--- src/rtl/div_sequencer_if.sv ---
// Request/result bundle between the execute/decode stages and the iterative divider.
interface div_sequencer_if #(
    parameter int WIDTH = 32
);
    logic             HasDivE;
    logic             IsSignedE;
    logic [WIDTH-1:0] DividendE;
    logic [WIDTH-1:0] DivisorE;
    logic             MfOpInD;
    logic             HasDivW;
    logic [WIDTH-1:0] DivHiW;
    logic [WIDTH-1:0] DivLoW;
    logic             DivBusy;
    logic             StallDiv;

    modport master (
        output HasDivE, IsSignedE, DividendE, DivisorE, MfOpInD,
        input  HasDivW, DivHiW, DivLoW, DivBusy, StallDiv
    );

    modport slave (
        input  HasDivE, IsSignedE, DividendE, DivisorE, MfOpInD,
        output HasDivW, DivHiW, DivLoW, DivBusy, StallDiv
    );
endinterface

--- src/rtl/div_sequencer.sv ---
// Radix-2 restoring divider with HI/LO writeback pulse and hazard stall.
// Optional signed DIV support is compiled in with `define DIV_SIGNED_EN.
//
// state | meaning
// IDLE  | waiting for HasDivE; requests are accepted only here
// RUN   | one quotient bit per cycle, WIDTH iterations
// DONE  | result registered, HasDivW high for this single cycle
module div_sequencer #(
    parameter int WIDTH = 32
) (
    input  logic           clock,
    input  logic           reset,
    div_sequencer_if.slave bus
);
    localparam int CW = (WIDTH > 1) ? $clog2(WIDTH) : 1;
    localparam logic [CW-1:0] LAST = CW'(WIDTH - 1);

    typedef enum logic [1:0] {IDLE, RUN, DONE} state_t;
    state_t state;

    logic [CW-1:0]    count;
    logic [WIDTH-1:0] rem;
    logic [WIDTH-1:0] quo;
    logic [WIDTH-1:0] dvs;

    logic [WIDTH:0]   shifted;
    logic [WIDTH:0]   diff;
    logic             take;
    logic [WIDTH-1:0] rem_nxt;
    logic [WIDTH-1:0] quo_nxt;
    logic [WIDTH-1:0] dvd_mag;
    logic [WIDTH-1:0] dvs_mag;
    logic [WIDTH-1:0] quo_res;
    logic [WIDTH-1:0] rem_res;

    // rem < dvs always holds, so when rem's MSB shifts out the shifted value
    // certainly exceeds dvs and the WIDTH+1-bit difference is still exact.
    assign shifted = {rem, quo[WIDTH-1]};
    assign diff    = shifted - {1'b0, dvs};
    assign take    = rem[WIDTH-1] | ~diff[WIDTH];
    assign rem_nxt = take ? diff[WIDTH-1:0] : shifted[WIDTH-1:0];
    assign quo_nxt = {quo[WIDTH-2:0], take};

`ifdef DIV_SIGNED_EN
    logic dvd_neg;
    logic dvs_neg;
    logic neg_q;
    logic neg_r;

    assign dvd_neg = bus.IsSignedE & bus.DividendE[WIDTH-1];
    assign dvs_neg = bus.IsSignedE & bus.DivisorE[WIDTH-1];
    assign dvd_mag = dvd_neg ? (~bus.DividendE + 1'b1) : bus.DividendE;
    assign dvs_mag = dvs_neg ? (~bus.DivisorE + 1'b1) : bus.DivisorE;
    assign quo_res = neg_q ? (~quo_nxt + 1'b1) : quo_nxt;
    assign rem_res = neg_r ? (~rem_nxt + 1'b1) : rem_nxt;

    always_ff @(posedge clock or posedge reset) begin
        if (reset) begin
            neg_q <= 1'b0;
            neg_r <= 1'b0;
        end else if (state == IDLE && bus.HasDivE) begin
            neg_q <= dvd_neg ^ dvs_neg;
            neg_r <= dvd_neg;
        end
    end
`else
    assign dvd_mag = bus.DividendE;
    assign dvs_mag = bus.DivisorE;
    assign quo_res = quo_nxt;
    assign rem_res = rem_nxt;
`endif

    assign bus.StallDiv = (state != IDLE) & (bus.HasDivE | bus.MfOpInD);

    always_ff @(posedge clock or posedge reset) begin
        if (reset) begin
            state       <= IDLE;
            count       <= '0;
            rem         <= '0;
            quo         <= '0;
            dvs         <= '0;
            bus.HasDivW <= 1'b0;
            bus.DivHiW  <= '0;
            bus.DivLoW  <= '0;
            bus.DivBusy <= 1'b0;
        end else begin
            case (state)
                IDLE: begin
                    bus.HasDivW <= 1'b0;
                    if (bus.HasDivE) begin
                        count       <= '0;
                        rem         <= '0;
                        quo         <= dvd_mag;
                        dvs         <= dvs_mag;
                        bus.DivBusy <= 1'b1;
                        if (bus.DivisorE == '0) begin
                            state       <= DONE;
                            bus.HasDivW <= 1'b1;
                            bus.DivLoW  <= '1;
                            bus.DivHiW  <= bus.DividendE;
                        end else begin
                            state <= RUN;
                        end
                    end
                end
                RUN: begin
                    rem   <= rem_nxt;
                    quo   <= quo_nxt;
                    count <= count + 1'b1;
                    // Final iteration writes the corrected result so it is valid during DONE.
                    if (count == LAST) begin
                        state       <= DONE;
                        bus.HasDivW <= 1'b1;
                        bus.DivLoW  <= quo_res;
                        bus.DivHiW  <= rem_res;
                    end
                end
                DONE: begin
                    state       <= IDLE;
                    bus.HasDivW <= 1'b0;
                    bus.DivBusy <= 1'b0;
                end
                default: begin
                    state       <= IDLE;
                    bus.HasDivW <= 1'b0;
                    bus.DivBusy <= 1'b0;
                end
            endcase
        end
    end
endmodule

--- src/flat_wrapper.sv ---
// flat-port wrapper written by rule: the top's interface ports become plain ports
module div_sequencer_flat 
#(
    parameter int WIDTH = 32
)
  (clock, reset, bus_HasDivE, bus_IsSignedE, bus_DividendE, bus_DivisorE, bus_MfOpInD, bus_HasDivW, bus_DivHiW, bus_DivLoW, bus_DivBusy, bus_StallDiv);
  div_sequencer_if #(.WIDTH(WIDTH)) bus_i ();
  input  logic clock;
  input  logic reset;
  input wire logic [$bits(bus_i.HasDivE)-1:0] bus_HasDivE;
  input wire logic [$bits(bus_i.IsSignedE)-1:0] bus_IsSignedE;
  input wire logic [$bits(bus_i.DividendE)-1:0] bus_DividendE;
  input wire logic [$bits(bus_i.DivisorE)-1:0] bus_DivisorE;
  input wire logic [$bits(bus_i.MfOpInD)-1:0] bus_MfOpInD;
  output wire logic [$bits(bus_i.HasDivW)-1:0] bus_HasDivW;
  output wire logic [$bits(bus_i.DivHiW)-1:0] bus_DivHiW;
  output wire logic [$bits(bus_i.DivLoW)-1:0] bus_DivLoW;
  output wire logic [$bits(bus_i.DivBusy)-1:0] bus_DivBusy;
  output wire logic [$bits(bus_i.StallDiv)-1:0] bus_StallDiv;
  assign bus_i.HasDivE = bus_HasDivE;
  assign bus_i.IsSignedE = bus_IsSignedE;
  assign bus_i.DividendE = bus_DividendE;
  assign bus_i.DivisorE = bus_DivisorE;
  assign bus_i.MfOpInD = bus_MfOpInD;
  assign bus_HasDivW = bus_i.HasDivW;
  assign bus_DivHiW = bus_i.DivHiW;
  assign bus_DivLoW = bus_i.DivLoW;
  assign bus_DivBusy = bus_i.DivBusy;
  assign bus_StallDiv = bus_i.StallDiv;
  div_sequencer #(.WIDTH(WIDTH)) u_core (.clock(clock), .reset(reset), .bus(bus_i));
endmodule
--- config.mk ---
export PLATFORM = sky130hd
export DESIGN_NAME = div_sequencer_flat
export DESIGN_NICKNAME = d
export VERILOG_FILES = /design/src/rtl/div_sequencer_if.sv /design/src/rtl/div_sequencer.sv /design/src/flat_wrapper.sv
export SDC_FILE = /design/constraint.sdc
export NUM_CORES = 1
export LEC_CHECK = 0
export BUFFER_PORTS_ARGS = -buffer_cell sky130_fd_sc_hd__buf_2
export CORE_MARGIN = 5
export CORE_UTILIZATION = 35
export CTS_CLUSTER_SIZE = 8
export DETAILED_ROUTE_END_ITERATION = 10
export PLACE_DENSITY = 0.65
export RECOVER_POWER = 25
export SYNTH_ARGS = -nofsm -noshare
export SYNTH_HDL_FRONTEND = slang
export SYNTH_SLANG_ARGS = --single-unit
export TNS_END_PERCENT = 100
--- constraint.sdc ---
create_clock -name clock -period 5.3 [get_ports clock]
set_input_delay 0.265 -clock clock [delete_from_list [all_inputs] [get_ports clock]]
set_output_delay 0.265 -clock clock [all_outputs]
set_load 0.02 [all_outputs]
# Word-level counts from Yosys, hierarchy flattened
# Index checks and enable logic that the tools add are counted.
word_totals:
  ff_bits: 169
  latch_bits: 0
  ramBits: 0
  romBits: 0
  input_bits: 69
  elab_cells: 55
  memories: 0
op_classes:
  n_addsub: 2
  mul: 0
  div: 0
  order_cmp: 0
  eq_ne: 5
  shifts: 0
  n_mux: 25
  bitwise: 5
  reduce_logical: 9
op_table:
  columns: ["op", "n"]
  rows:
  - ["$mux 32", 9]
  - ["$pmux 32 s2", 4]
  - ["$sub 33x32->33", 1]
  - ["$logic_not 32->1", 1]
  - ["$pmux 5 s2", 1]
  - ["$reduce_and 2->1", 4]
  - ["$mux 2", 3]
  - ["$add 5x1->5 const B", 1]
  - ["$eq 5x5->1 const B", 1]
  - ["$mux 5", 1]
  - ["$mux 1", 4]
  - ["$ne 2x1->1 const B", 2]
  - ["$pmux 1 s2", 2]
  - ["$pmux 2 s2", 1]
  - ["$reduce_and 4->1", 1]
  - ["$reduce_bool 2->1", 2]
  - ["$eq 2x1->1 const B", 1]
  - ["$logic_not 2->1", 1]
  - ["$ne 2x2->1 const B", 1]
  - ["$not 1->1", 2]
  - ["$or 1x1->1", 2]
  - ["$and 1x1->1", 1]

# Longest topological paths before layout
# Gate-level depths: netlist of run 1.
logic_depth:
  ltp_word: 6
  depth_mapped: 14
  depth_no_buf: 12

# Worst setup path after synthesis of run 1
# No wires, ideal clock.
synth_path:
  path_type: "register -> register"
  startpoint: "reg u_core.quo[31]"
  endpoint: "reg u_core.rem[18]"
  setup_time_ns: 0.127
  arrival_ns: 2.575
  setup_slack_ns: 2.598
  stages_incl_launch_ff: 15
  path_buffers: 2
  path_cell_list: "dfrtp_1 > inv_1 > ha_1 > fa_1 > nand2b_1 > a21oi_2 > o2111ai_1 > nand3_2 > o21a_1 > o21ai_2 > and2_1 > buf_6 > buf_6 > a222oi_1 > inv_1"
synth_via:
  elab_chain_len: 5
synth_lines:
  columns: ["element", "line", "text"]
  rows:
  - ["start, declared", "div_sequencer.sv:23", "logic [WIDTH-1:0] quo;"]
  - ["start signal, assigned", "div_sequencer.sv:93", "quo <= dvd_mag;"]
  - ["start signal, assigned", "div_sequencer.sv:108", "quo <= quo_nxt;"]
  - ["$sub 33x32->33 (*)", "div_sequencer.sv:39", "assign diff = shifted - {1'b0, dvs};"]
  - ["$not 1->1", "div_sequencer.sv:40", "assign take = rem[WIDTH-1] | ~diff[WIDTH];"]
  - ["$or 1x1->1", "div_sequencer.sv:40", null]
  - ["$mux 32 (*)", "div_sequencer.sv:41", "assign rem_nxt = take ? diff[WIDTH-1:0] : shifted[WIDTH-1:0];"]
  - ["$pmux 32 s2 (*)", "div_sequencer.sv:87", "case (state)"]
  - ["end signal, assigned", "div_sequencer.sv:107", "rem <= rem_nxt;"]
  - ["end, declared", "div_sequencer.sv:22", "logic [WIDTH-1:0] rem;"]
# Mark *: on every way between the ends. The rest lies on a longest branch, timed or not.
# A chain may end at the register's enable or synchronous reset.

# Worst setup path in the final report of run 1
layout_path:
  startpoint: "reg u_core.quo[31]"
  endpoint: "reg u_core.rem[29]"
# Same word-level chain as after synthesis.

==> metrics.md, run 1 <==
| Metric | Value |
|---|---|
| Status | finished, violations left |
| Failing checks | capacitance limit, slew limit |
| Worst R2R Path Depth | 13 |
| Final hold viol count | 0 |
| Synth async-reset ratio | 1.00 |
| Final Setup Violations | 0 |
| Layout Nets | roughly 1200 |
| Placeable Area | around 25000 um^2 |
| Placement Cell Area | about 10000 um^2 |
| RSZ-0062 raised after global routing | false |
| Starting Density | 0.353 |
| H-tree Lvls | 4 |
| Antenna Nets Post-Route | 0 |
| Hold Path Depth | 3 |
| Post-CTS setup buffers | 0 |
| Syn Inst Count | between 900 and 1000 |
| Cell leakage power | between 4 and 5 nW |
| Number of synthesized flops with an enable pin | 0 |
| Clock Tree Buf Depth | 2 |
| Critical path class | flip-flop to flip-flop |
| CTS tree | built |
| First-pass GRT wire length | between 40 and 50 mm |
| Std-Cell Rows | 58 |
| Clk Latency, worst-skew pair | 440 ps |
| Vias in the first global route | ~7600 |
| GRT Util Overall | 0.178 |
| Worst Skew | ~13 ps |
| Vias/cell | around 5.3 |
| Synth Cell Area | between 8000 and 9000 um^2 |
| Syn Area/Cell | approximately 9 um^2 |
| Setup TNS | 0 ps |
| Tightest Pin Transition | 2620 ps |
| Max_cap viols | 1 |
| Vias | ~7600 |
| Die Area | roughly 28000 um^2 |
| Core Util, Final | 0.413 |
| Reg area | about 4200 um^2 |
| TritonCTS Buffers | 17 |
| Footprint of the multi-input gates | about 4200 um^2 |
| Wire per inst | about 17 um |
| Cell Pwr Density | ~800 nW/um^2 |
| Req. time, crit path | roughly 5700 ps |
| CP endpoint kind | flip-flop |
| Post-synthesis sequential area ratio | 0.480 |
| Share of layout cells above drive strength 1 | 0.144 |
| Syn Nets | 1103 |
| Post-route insts no fill | 1451 |
| Area Growth Syn to Fin | 16.9% |
| Worst rel slew slack | -0.755 |
| Min Tclk post-route | approximately 3600 ps |
| GPL Wtd Cong | about 0.86 |
| # DRC | 0 |
| I/O Buffers | 134 |
| Die Wd | 169 um |
| Drt pass-1 iters | 6 |
| Worst hold path class | input pin to flip-flop |
| Final WL | ~25 mm |
| Synth warn | 0 |
| Synth unique cells | between 60 and 70 |
| Top FF cell, synth | dfrtp_1 |
| Yosys reg bits | about 170 |
| Fin area | 10300 um^2 |
| Ports | between 100 and 150 |
| Crit path launch type | flip-flop |
| DR iter-0 viols | ~710 |
| Chip height | about 170 um |
| DP Wirelength | 18.1 mm |
| Number of antenna violations at the first check in global routing | 2 |
| # fillers | around 2500 |
| Dpl cells | about 1400 |
| CTS clk-pin slew, worst paths | roughly 70 ps |
| # clock sinks | between 150 and 200 |
| Root buffer cell | clkbuf_16 |
| Largest net degree at the start of global routing | between 60 and 70 |
| Period utilization | 0.680 |
| Max Freq | roughly 0.28 GHz |
| Max Fanout on Critical Path | 24 |
| Arrival time worst endpoint | a little under 4000 ps |
| Max Slew Vio Count | 60 |
| Max IR drop VDD | about 0.00033 V |
| GR Overflow Total | 0 |
==> registers in the layout, summed over array words and instances (netlist names) <==
signal	flops
u_core.state	2
u_core.bus.DivHiW	32
u_core.bus.DivBusy	1
u_core.rem	32
u_core.dvs	32
u_core.quo	32
u_core.bus.HasDivW	1
u_core.bus.DivLoW	32
u_core.count	5
==> layer usage <==
| layer | up-vias | track usage | part of all wire |
|---|---|---|---|
| li1 | 3699 | - | - |
| met1 | 3664 | 0.250 | 0.46 |
| met2 | 222 | 0.278 | 0.46 |
| met3 | 36 | 0.0318 | 0.055 |
| met4 | 2 | 0.0603 | 0.023 |
| met5 | - | 0 | 0.00052 |
==> cells in the mapped netlist, drive strengths merged, types with 2 or more instances <==
cell     number  area share
inv          40       0.017
a222oi        2      0.0023
xnor2        16       0.016
a211o         2      0.0020
and3          4      0.0028
or2           2      0.0014
xor2         10      0.0099
nor4          9      0.0064
nor2         74       0.032
o21ai        98       0.056
nor3          7      0.0040
dfrtp       169        0.48
nor2b        16       0.011
a22o          2      0.0020
o2111ai       2      0.0020
o311ai        2      0.0020
a21o         14       0.012
nand2       224       0.095
o21bai        2      0.0017
buf          16       0.013
a22oi        33       0.035
a221o         3      0.0034
o211ai        3      0.0026
a21oi        68       0.040
clkbuf       42       0.018
a211oi        3      0.0026
and2          3      0.0021
o22a          4      0.0040
nand3        11      0.0068
nand4         8      0.0057
a31oi        46       0.033
nand2b        9      0.0064
o21a          4      0.0034
ha           34       0.048
a32oi         2      0.0020
==> final timing paths <==
kind,slack [ps],from,end
hold reg to reg,460,u_core.bus.DivLoW[7],u_core.bus.DivLoW[7]
setup reg to reg,1700,u_core.quo[31],u_core.rem[29]
max in group asynchronous,2450,reset,u_core.bus.DivHiW[2]
setup / recovery,1700,u_core.quo[31],u_core.rem[29]
min in group asynchronous,1110,reset,u_core.bus.DivLoW[11]
hold / removal,60,bus_DivisorE[2],u_core.dvs[2]
==> worst max-delay path: stages (launching register included) <==
cell and delay (ps):
dfrtp_1 380, inv_1 70, ha_1 210, fa_1 390
nand2b_1 210, a21oi_2 270, o2111ai_1 190, nand3_2 200
o2111ai_1 220, nand2_1 490, buf_4 420, nand2_1 90
mux2i_1 200, o22a_1 170
==> layout make-up <==
cell class / count / area share
flip-flops and latches: 169 / 0.410
clock inverters: 12 / 0.0159
inverters: 40 / 0.0147
repair buffers: 147 / 0.0694
well taps: 330 / 0.0400
clock buffers: 19 / 0.0439
diodes: 2 / 0.000485
multi-input cells: 732 / 0.406
==> power breakdown <==
group	total, mW	internal, mW	switching, mW
clock	1.32	0.773	0.551
combinational	4.63	1.63	2.99
sequential	2.37	1.94	0.422
==> cells in the final DEF, fill, tap and decap left out, drive strengths merged, types with 4 or more instances in the layout <==
cell,Yosys,routed
nor2b,16,16
nand4,8,8
o22a,4,4
nor2,74,74
xnor2,16,16
a22oi,33,33
buf,16,102
inv,40,44
nand3,11,11
nand2b,9,9
nand2,224,224
xor2,10,10
a21oi,68,68
and3,4,4
clkinvlp,0,4
dfrtp,169,169
a21o,14,14
clkbuf,42,63
o21a,4,4
o21ai,98,98
nor4,9,9
nor3,7,7
a31oi,46,46
ha,34,34
==> cells by family (layout without fill, tap and decap cells) <==
kind of cell / count (synthesis) / in the layout / synth area share
AO/OA/AOI/OAI: 301 / 301 / 0.220
XOR/XNOR: 26 / 26 / 0.0258
adder cells (fa/ha/maj): 35 / 35 / 0.0505
buffers and inverters: 98 / 218 / 0.0477
flip-flops: 169 / 169 / 0.480
multiplexers: 1 / 1 / 0.00113
other: 0 / 2 / 0
AND/OR/NAND/NOR: 369 / 369 / 0.176
==> metrics by stage <==
stage	power, mW	setup slack, ps	hold slack [ps]
6_report	8.32	1700	55.9
5_1_grt	9.07	1380	54.1
4_1_cts	8.41	1700	40.9
3_5_place_dp	7.06	1750	368
3_3_place_gp	6.94	1780	369
2_1_floorplan	5.82	460	370
==> timing repair <==
item                                   4_1_cts  5_1_grt
setup endpoints to repair                    0        0
endpoints found under the hold margin       57        0
gates resized for setup                      0        0
hold buffers                                 1        0
(Power assumes the default switching activity.)
==> run 2: changes to the inputs <==
ABC_AREA = 1   (was unset)
PLACE_DENSITY = 0.66   (was 0.65)
clock period = 3.1 ns   (was 5.3 ns; I/O delays follow)
==> metrics.md, run 2 <==
| Metric | Value |
|---|---|
| CP endpoint kind | flip-flop (unchanged) |
| Std-Cell Rows | 62 (was 58) |
| H-tree Lvls | 4 (unchanged) |
| # clock sinks | 169 (unchanged) |
| Critical path class | flip-flop to flip-flop (unchanged) |
| Final Setup Violations | 0 (unchanged) |
| Multiplexer share of the synthesized area | 0 (was 0.00113) |
| TritonCTS Buffers | 17 (unchanged) |
| WL met3 | 1.36 mm (unchanged) |
| Routed wl met2 | 13.8 mm (was 11.5 mm) |
| # fillers | 3039 (was 2534) |
| CTS tree | built (unchanged) |
| First-pass GRT wire length | 49.1 mm (was 40.8 mm) |
| Wire per inst | 14.8 um (was 17.2 um) |
| Clock Tree Buf Depth | 2 (unchanged) |
| Status | finished clean (was finished, violations left) |
| Post-CTS setup buffers | 0 (unchanged) |
| Placeable Area | 28800 um^2 (was 25000 um^2) |
| Synth warn | 0 (unchanged) |
| I/O Buffers | 134 (unchanged) |
| Largest net degree at the start of global routing | 79 (was 65) |
| Antenna Nets Post-Route | 0 (unchanged) |
| Xor/xnor share of the synthesized area | 0.0137 (was 0.0258) |
| Most common library cell in the layout ignoring fill and taps | nand2_1 (unchanged) |
| Yosys reg bits | 169 (unchanged) |
| Layout Nets | 1715 (was 1211) |
| Arrival time worst endpoint | 3090 ps (was 3970 ps) |
| Drt pass-1 iters | 5 (was 6) |
| Syn Area/Cell | 6.97 um^2 (was 8.83 um^2) |
| GRT Util Overall | 0.183 (was 0.178) |
| Psw | 8.28 mW (was 3.97 mW) |
| Area Growth Syn to Fin | 18.7% (was 16.9%) |
| Max IR drop VDD | 0.000717 V (was 0.000335 V) |
| CTS clk-pin slew, worst paths | 70 ps (about the same) |
| Cell Pwr Density | 1330 nW/um^2 (was 807 nW/um^2) |
| Min Tclk post-route | 2710 ps (was 3600 ps) |
| Syn Inst Count | 1466 (was 999) |
| Die Area | 32700 um^2 (was 28500 um^2) |
| Chip height | 181 um (was 169 um) |
| # DRC | 0 (unchanged) |
| Max Fanout on Critical Path | 17 (was 24) |
| Top layer in use | met4 (was met5) |
| Comb pwr share | 0.613 (was 0.556) |
| Sw frac | 0.514 (was 0.477) |
| Internal power | 7.83 mW (was 4.35 mW) |
| Clk Latency, worst-skew pair | 450 ps (was 440 ps) |
| Crit path launch type | flip-flop (unchanged) |
| Max_cap viols | 0 (was 1) |
| Worst rel slew slack | 0.0813 (was -0.755) |
| Synth Cell Area | 10200 um^2 (was 8820 um^2) |
| Ports | 136 (unchanged) |
| Clock power share | 0.144 (was 0.159) |
| Die Wd | 181 um (was 169 um) |
| DR iter-0 viols | 706 (was 711) |
| Post-synthesis sequential area ratio | 0.414 (was 0.480) |
| Total power | 16.1 mW (was 8.32 mW) |
| Post-synth top area cell | dfrtp_1 (unchanged) |
| Reg area | 4230 um^2 (unchanged) |
| Final hold viol count | 0 (unchanged) |
| Top-count cell post-synth | nand2_1 (unchanged) |
| Vias | 9381 (was 7623) |
| Synth Area in Compound Gates | 0.0838 (was 0.220) |
| Diode count | 0 (was 2) |
| GPL Wtd Cong | 0.911 (was 0.857) |
| Worst Skew | 14.1 ps (was 13.1 ps) |
| GR Overflow Total | 0 (unchanged) |
| Worst hold path class | input pin to flip-flop (unchanged) |
| Synth unique cells | 36 (was 62) |
| Number of antenna violations at the first check in global routing | 0 (was 2) |
| Number of synthesized flops with an enable pin | 0 (unchanged) |
| Synth async-reset ratio | 1.00 (unchanged) |
| Core Util, Final | 0.421 (was 0.413) |
| RSZ-0062 raised after global routing | false (unchanged) |
| Root buffer cell | clkbuf_16 (unchanged) |
| Area fraction of the dominant cell type after synthesis | 0.414 (was 0.480) |
| WL met1 | 14.3 mm (was 11.5 mm) |
| Final WL | 29.8 mm (was 24.9 mm) |
| Period utilization | 0.874 (was 0.680) |
| Share of layout cells above drive strength 1 | 0.0985 (was 0.144) |
| Share of power burned in registers | 0.243 (was 0.284) |
| Max Freq | 0.369 GHz (was 0.278 GHz) |
| Tightest Pin Transition | 1370 ps (was 2620 ps) |
| Footprint of the multi-input gates | 4700 um^2 (was 4180 um^2) |
| Top FF cell, synth | dfrtp_1 (unchanged) |
| Vias in the first global route | 9214 (was 7587) |
| Req. time, crit path | 3480 ps (was 5670 ps) |
| Synth top area cells | dfrtp_1 (41%), nand2_1 (15%), inv_1 (10%), nor2_1 (4.9%), nand3_1 (4.8%) (was dfrtp_1 (48%), nand2_1 (9.5%), o21ai_0 (5.4%), ha_1 (4.8%), a21oi_1 (3.7%)) |
| Simple-gate portion of the synthesized area | 0.318 (was 0.176) |
| Cell leakage power | 6.57 nW (was 4.81 nW) |
| Synth cell count leaders | nand2_1 (420), inv_1 (277), dfrtp_1 (169) (was nand2_1 (224), dfrtp_1 (169), o21ai_0 (95)) |
| Starting Density | 0.355 (was 0.353) |
| Largest family of logic cells by synthesized area | simple AND/OR/NAND/NOR gates (was compound AO/OA/AOI/OAI gates) |
| Synth Area in Adders | 0.0436 (was 0.0505) |
| DP Wirelength | 22.3 mm (was 18.1 mm) |
| Vias/cell | 4.67 (was 5.25) |
| Most frequent cells in the layout | nand2_1 (419), inv_1 (275), dfrtp_1 (169) (was nand2_1 (224), dfrtp_1 (169), o21ai_0 (95)) |
| Setup TNS | 0 ps (unchanged) |
| Max Slew Vio Count | 0 (was 60) |
| Syn Nets | 1570 (was 1103) |
[run 2: changes by cell type after synthesis, sizes merged, moves of 15 or more]
cell	delta
a21oi	-45
a22oi	-33
a31oi	-25
inv	+241
nand2	+204
nand3	+88
nand4	+41
nor2	+61
nor2b	-15
or2	+32
xnor2	-15
[run 2: per-stage QoR]
stage          setup slack, ps  std cells  hold WS [ps]  area (um^2)
2_1_floorplan              790       1466           304        10200
3_3_place_gp               489       1947           291        11300
3_5_place_dp               396       1947           294        11300
4_1_cts                    387       2008         0.434        12200
5_1_grt                    123       2008          10.9        12100
6_report                   391       2008          9.30        12100
[run 2: final cells by class]
| class | count | share of cell area |
|---|---|---|
| Clock buffer | 19 | 0.0357 |
| Inverter | 281 | 0.0871 |
| Timing Repair Buffer | 180 | 0.0859 |
| Multi-Input combinational cell | 962 | 0.387 |
| Sequential cell | 169 | 0.349 |
| Clock inverter | 13 | 0.0158 |
| Tap cell | 384 | 0.0396 |
[run 2: path summary, 6_finish.rpt]
check                                      from                   end  cells after the start  slack, ps
max                              u_core.quo[31]  u_core.bus.DivHiW[1]                     17        390
min                             bus_DivisorE[9]         u_core.dvs[9]                      3          9
max reg2reg                      u_core.quo[31]  u_core.bus.DivHiW[1]                     17        390
min reg2reg                u_core.bus.DivLoW[0]  u_core.bus.DivLoW[0]                      2        490
max in group asynchronous                 reset         u_core.quo[9]                      4       1560
min in group asynchronous                 reset        u_core.dvs[25]                      3        540
[run 2: power by group through the flow]
stage	registers, mW	logic (mW)	clock network [mW]
final	3.91	9.88	2.32
after global placement	3.89	9.86	0
after CTS	3.89	10.1	2.37
after floorplan	4.29	6.82	0
after global routing	4.03	11.2	2.47
after detailed placement	3.91	9.95	0
[run 2: kinds of logic after synthesis]
kind of cell	Yosys count
simple gates	758
buf+inv	335
flops	169
compound gates	153
fa+ha+maj	35
xor+xnor	16
[run 2: routing by layer]
layer / up-vias / GRT usage
met1: 4317 / 0.252
li1: 4839 / -
met5: - / 0
met3: 31 / 0.0386
met2: 194 / 0.300
met4: 0 / 0.0396
[run 2: worst max-delay path, stage by stage (launching register included)]
cell,delay (ps)
dfrtp_1,360
inv_1,70
ha_1,220
fa_1,400
inv_1,120
nand2_1,60
nand2_1,70
nand3_1,70
nand2_1,90
nand2_1,60
nand2_2,80
nand3_2,100
a21oi_4,340
buf_4,310
nand2_1,120
nand3_1,90
nand2_1,50
inv_1,50
[run 2: timing repair]
action	CTS	global route
endpoints found under the hold margin	55	0
gates resized for setup	0	0
hold buffers	29	0
setup endpoints to repair	0	0
==> run 3: changes to the inputs <==
GPL_TIMING_DRIVEN = 0   (was unset)
TNS_END_PERCENT = 10   (was 100)
==> metrics.md, run 3 (synthesized netlist as in run 2, its figures left out) <==
| Metric | Value |
|---|---|
| Final Setup Violations | 0 (unchanged) |
| Min Tclk post-route | 2890 ps (was 2710 ps) |
| Crit Reg-Reg Startpoint | u_core.quo[31] (unchanged) |
| Tightest Pin Transition | 1290 ps (was 1370 ps) |
| Final WL | 32.1 mm (was 29.8 mm) |
| Worst Skew | 14.0 ps (was 14.1 ps) |
| CP endpoint kind | flip-flop (unchanged) |
| Root buffer cell | clkbuf_16 (unchanged) |
| Most common library cell in the layout ignoring fill and taps | nand2_1 (unchanged) |
| # DRC | 0 (unchanged) |
| Std-Cell Rows | 62 (unchanged) |
| GRT Util Overall | 0.197 (was 0.183) |
| # fillers | 3071 (was 3039) |
| Antenna Nets Post-Route | 0 (unchanged) |
| Final hold viol count | 0 (unchanged) |
| Critical path class | flip-flop to flip-flop (unchanged) |
| Core Util, Final | 0.428 (was 0.421) |
| Number of antenna violations at the first check in global routing | 0 (unchanged) |
| DR iter-0 viols | 674 (was 706) |
| Share of layout cells above drive strength 1 | 0.134 (was 0.0985) |
| Most frequent cells in the layout | nand2_1 (419), inv_1 (276), dfrtp_1 (169) (was nand2_1 (419), inv_1 (275), dfrtp_1 (169)) |
| Max IR drop VDD | 0.000525 V (was 0.000717 V) |
| Status | finished clean (unchanged) |
| Worst rel slew slack | 0.135 (was 0.0813) |
| Hold Crit Start | bus_DivisorE[14] (was bus_DivisorE[9]) |
| Max Fanout on Critical Path | 10 (was 17) |
| Arrival time worst endpoint | 3270 ps (was 3090 ps) |
| Post-place setup slack | 88.8 ps (was 396 ps) |
| Critical path cell sequence | inv_1 -> ha_1 -> fa_1 -> inv_1 -> nand2_1 -> nand2_1 -> nand3_1 -> nand2_2 -> nand2_1 -> nand2_2 -> nand3_4 -> a21oi_4 -> buf_6 -> nand2_2 -> nand3_1 -> nand2_1 -> inv_1 (was inv_1 -> ha_1 -> fa_1 -> inv_1 -> nand2_1 -> nand2_1 -> nand3_1 -> nand2_1 -> nand2_1 -> nand2_2 -> nand3_2 -> a21oi_4 -> buf_4 -> nand2_1 -> nand3_1 -> nand2_1 -> inv_1) |
| Area Growth Syn to Fin | 20.5% (was 18.7%) |
| Max Freq | 0.346 GHz (was 0.369 GHz) |
| Hold Path Depth | 3 (unchanged) |
| Layout Nets | 1755 (was 1715) |
| CTS clk-pin slew, worst paths | 80 ps (was 70 ps) |
| Max_cap viols | 0 (unchanged) |
| Worst R2R Path Depth | 17 (unchanged) |
| I/O Buffers | 134 (unchanged) |
| First-pass GRT wire length | 52.0 mm (was 49.1 mm) |
| Dpl cells | 1988 (was 1947) |
| Buf+Inv Stages, Crit Path | 4 (unchanged) |
| Req. time, crit path | 3490 ps (was 3480 ps) |
| Max Slew Vio Count | 0 (unchanged) |
| Fin area | 12300 um^2 (was 12100 um^2) |
| Cell leakage power | 6.74 nW (was 6.57 nW) |
| RSZ-0062 raised after global routing | false (unchanged) |
| DP Wirelength | 25.5 mm (was 22.3 mm) |
| H-tree Lvls | 4 (unchanged) |
| CP max stage cell | fa_1 (unchanged) |
| GPL Wtd Cong | 0.925 (was 0.911) |
| Vias in the first global route | 9901 (was 9214) |
| Starting Density | 0.355 (unchanged) |
| Ports | 136 (unchanged) |
| Placeable Area | 28800 um^2 (unchanged) |
| Vias | 9777 (was 9381) |
| Period utilization | 0.932 (was 0.874) |
| Worst hold path class | input pin to flip-flop (unchanged) |
| CP dominant cell by count | nand2_1 (unchanged) |
| CP startpoint | u_core.quo[31] (unchanged) |
| Diode count | 0 (unchanged) |
| Crit path launch type | flip-flop (unchanged) |
| Clock Tree Buf Depth | 2 (unchanged) |
| CTS tree | built (unchanged) |
| Cell Pwr Density | 1340 nW/um^2 (was 1330 nW/um^2) |
| Wire per inst | 15.7 um (was 14.8 um) |
| Largest net degree at the start of global routing | 42 (was 79) |
| Critical Path Stages | 17 (unchanged) |
| TritonCTS Buffers | 17 (unchanged) |
| Post-route insts no fill | 2048 (was 2008) |
| Drt pass-1 iters | 5 (unchanged) |
| Placement Cell Area | 11400 um^2 (was 11300 um^2) |
| Clk Latency, worst-skew pair | 450 ps (about the same) |
| Die Area | 32700 um^2 (unchanged) |
| Vias/cell | 4.77 (was 4.67) |
| Hold WS | 13.5 ps (was 9.30 ps) |
| Chip height | 181 um (unchanged) |
| Max stage delay on crit path | 430 ps (was 400 ps) |
| Die Wd | 181 um (unchanged) |
| Worst path top cell family by delay | simple AND/OR/NAND/NOR gates (unchanged) |
| # clock sinks | 169 (unchanged) |
| Final Worst Setup Slack | 212 ps (was 391 ps) |
| GR Overflow Total | 0 (unchanged) |
## run 3: changes by cell type in the layout (fill, tap and decap cells not counted), moves of 3 or more
cell	previous run	this run
buf_2	67	139
clkbuf_1	69	37
buf_4	14	1
buf_1	0	8
buf_6	0	4
bufinv_16	4	1
clkinv_8	0	3
inv_8	1	4
## run 3: cell type report
class	count	area (um^2)	area share
multi-input cells	962	4700	0.382
flip-flops and latches	169	4230	0.344
inverters	281	1060	0.0858
repair buffers	166	993	0.0807
well taps	384	480	0.0390
clock buffers	17	425	0.0346
plain buffers	54	244	0.0198
clock inverters	15	183	0.0148
## run 3: final timing paths
| path | end | slack [ps] |
|---|---|---|
| worst max-delay path | u_core.bus.DivHiW[20] | 210 |
| worst min-delay path | u_core.dvs[14] | 10 |
| worst max register to register | u_core.bus.DivHiW[20] | 210 |
| worst min register to register | u_core.bus.DivLoW[25] | 480 |
| max in group asynchronous | u_core.rem[6] | 940 |
| min in group asynchronous | u_core.dvs[24] | 520 |
## run 3: report_power, final
group	leakage, nW	internal (mW)	total, mW	switching [mW]
Clock	0.290	1.16	2.24	1.09
Combinational	4.45	3.33	10.3	7.01
Sequential	2.00	3.30	3.90	0.597
Total	6.74	7.79	16.5	8.69
## run 3: worst reg2reg max path, cell delays in order (launching register included)
cell     delay [ps]
dfrtp_1         410
inv_1           110
ha_1            230
fa_1            430
inv_1           120
nand2_1          60
nand2_1          70
nand3_1          90
nand2_2         130
nand2_1          80
nand2_2         130
nand3_4         180
a21oi_4         280
buf_6           220
nand2_2          70
nand3_1         120
nand2_1          70
inv_1            50
## run 3: metrics by stage
stage	TNS (ps)	total power, mW
after CTS	0	16.5
final	0	16.5
after floorplan	0	11.1
after detailed placement	0	14.1
after global routing	0	18.1
after global placement	-63050	14.0
## run 3: metal layers
metal	global-route usage	vias to the layer above	wire, um
met5	0	-	0
met4	0.0590	0	614
met3	0.0332	33	1640
met2	0.319	264	14800
met1	0.271	4556	15100
li1	-	4924	-
## run 3: timing repair
action,4_1_cts,5_1_grt
setup endpoints to repair,0,44
gates resized for setup,0,2
setup buffers,0,1
hold endpoints to repair,52,0
hold buffers,27,0
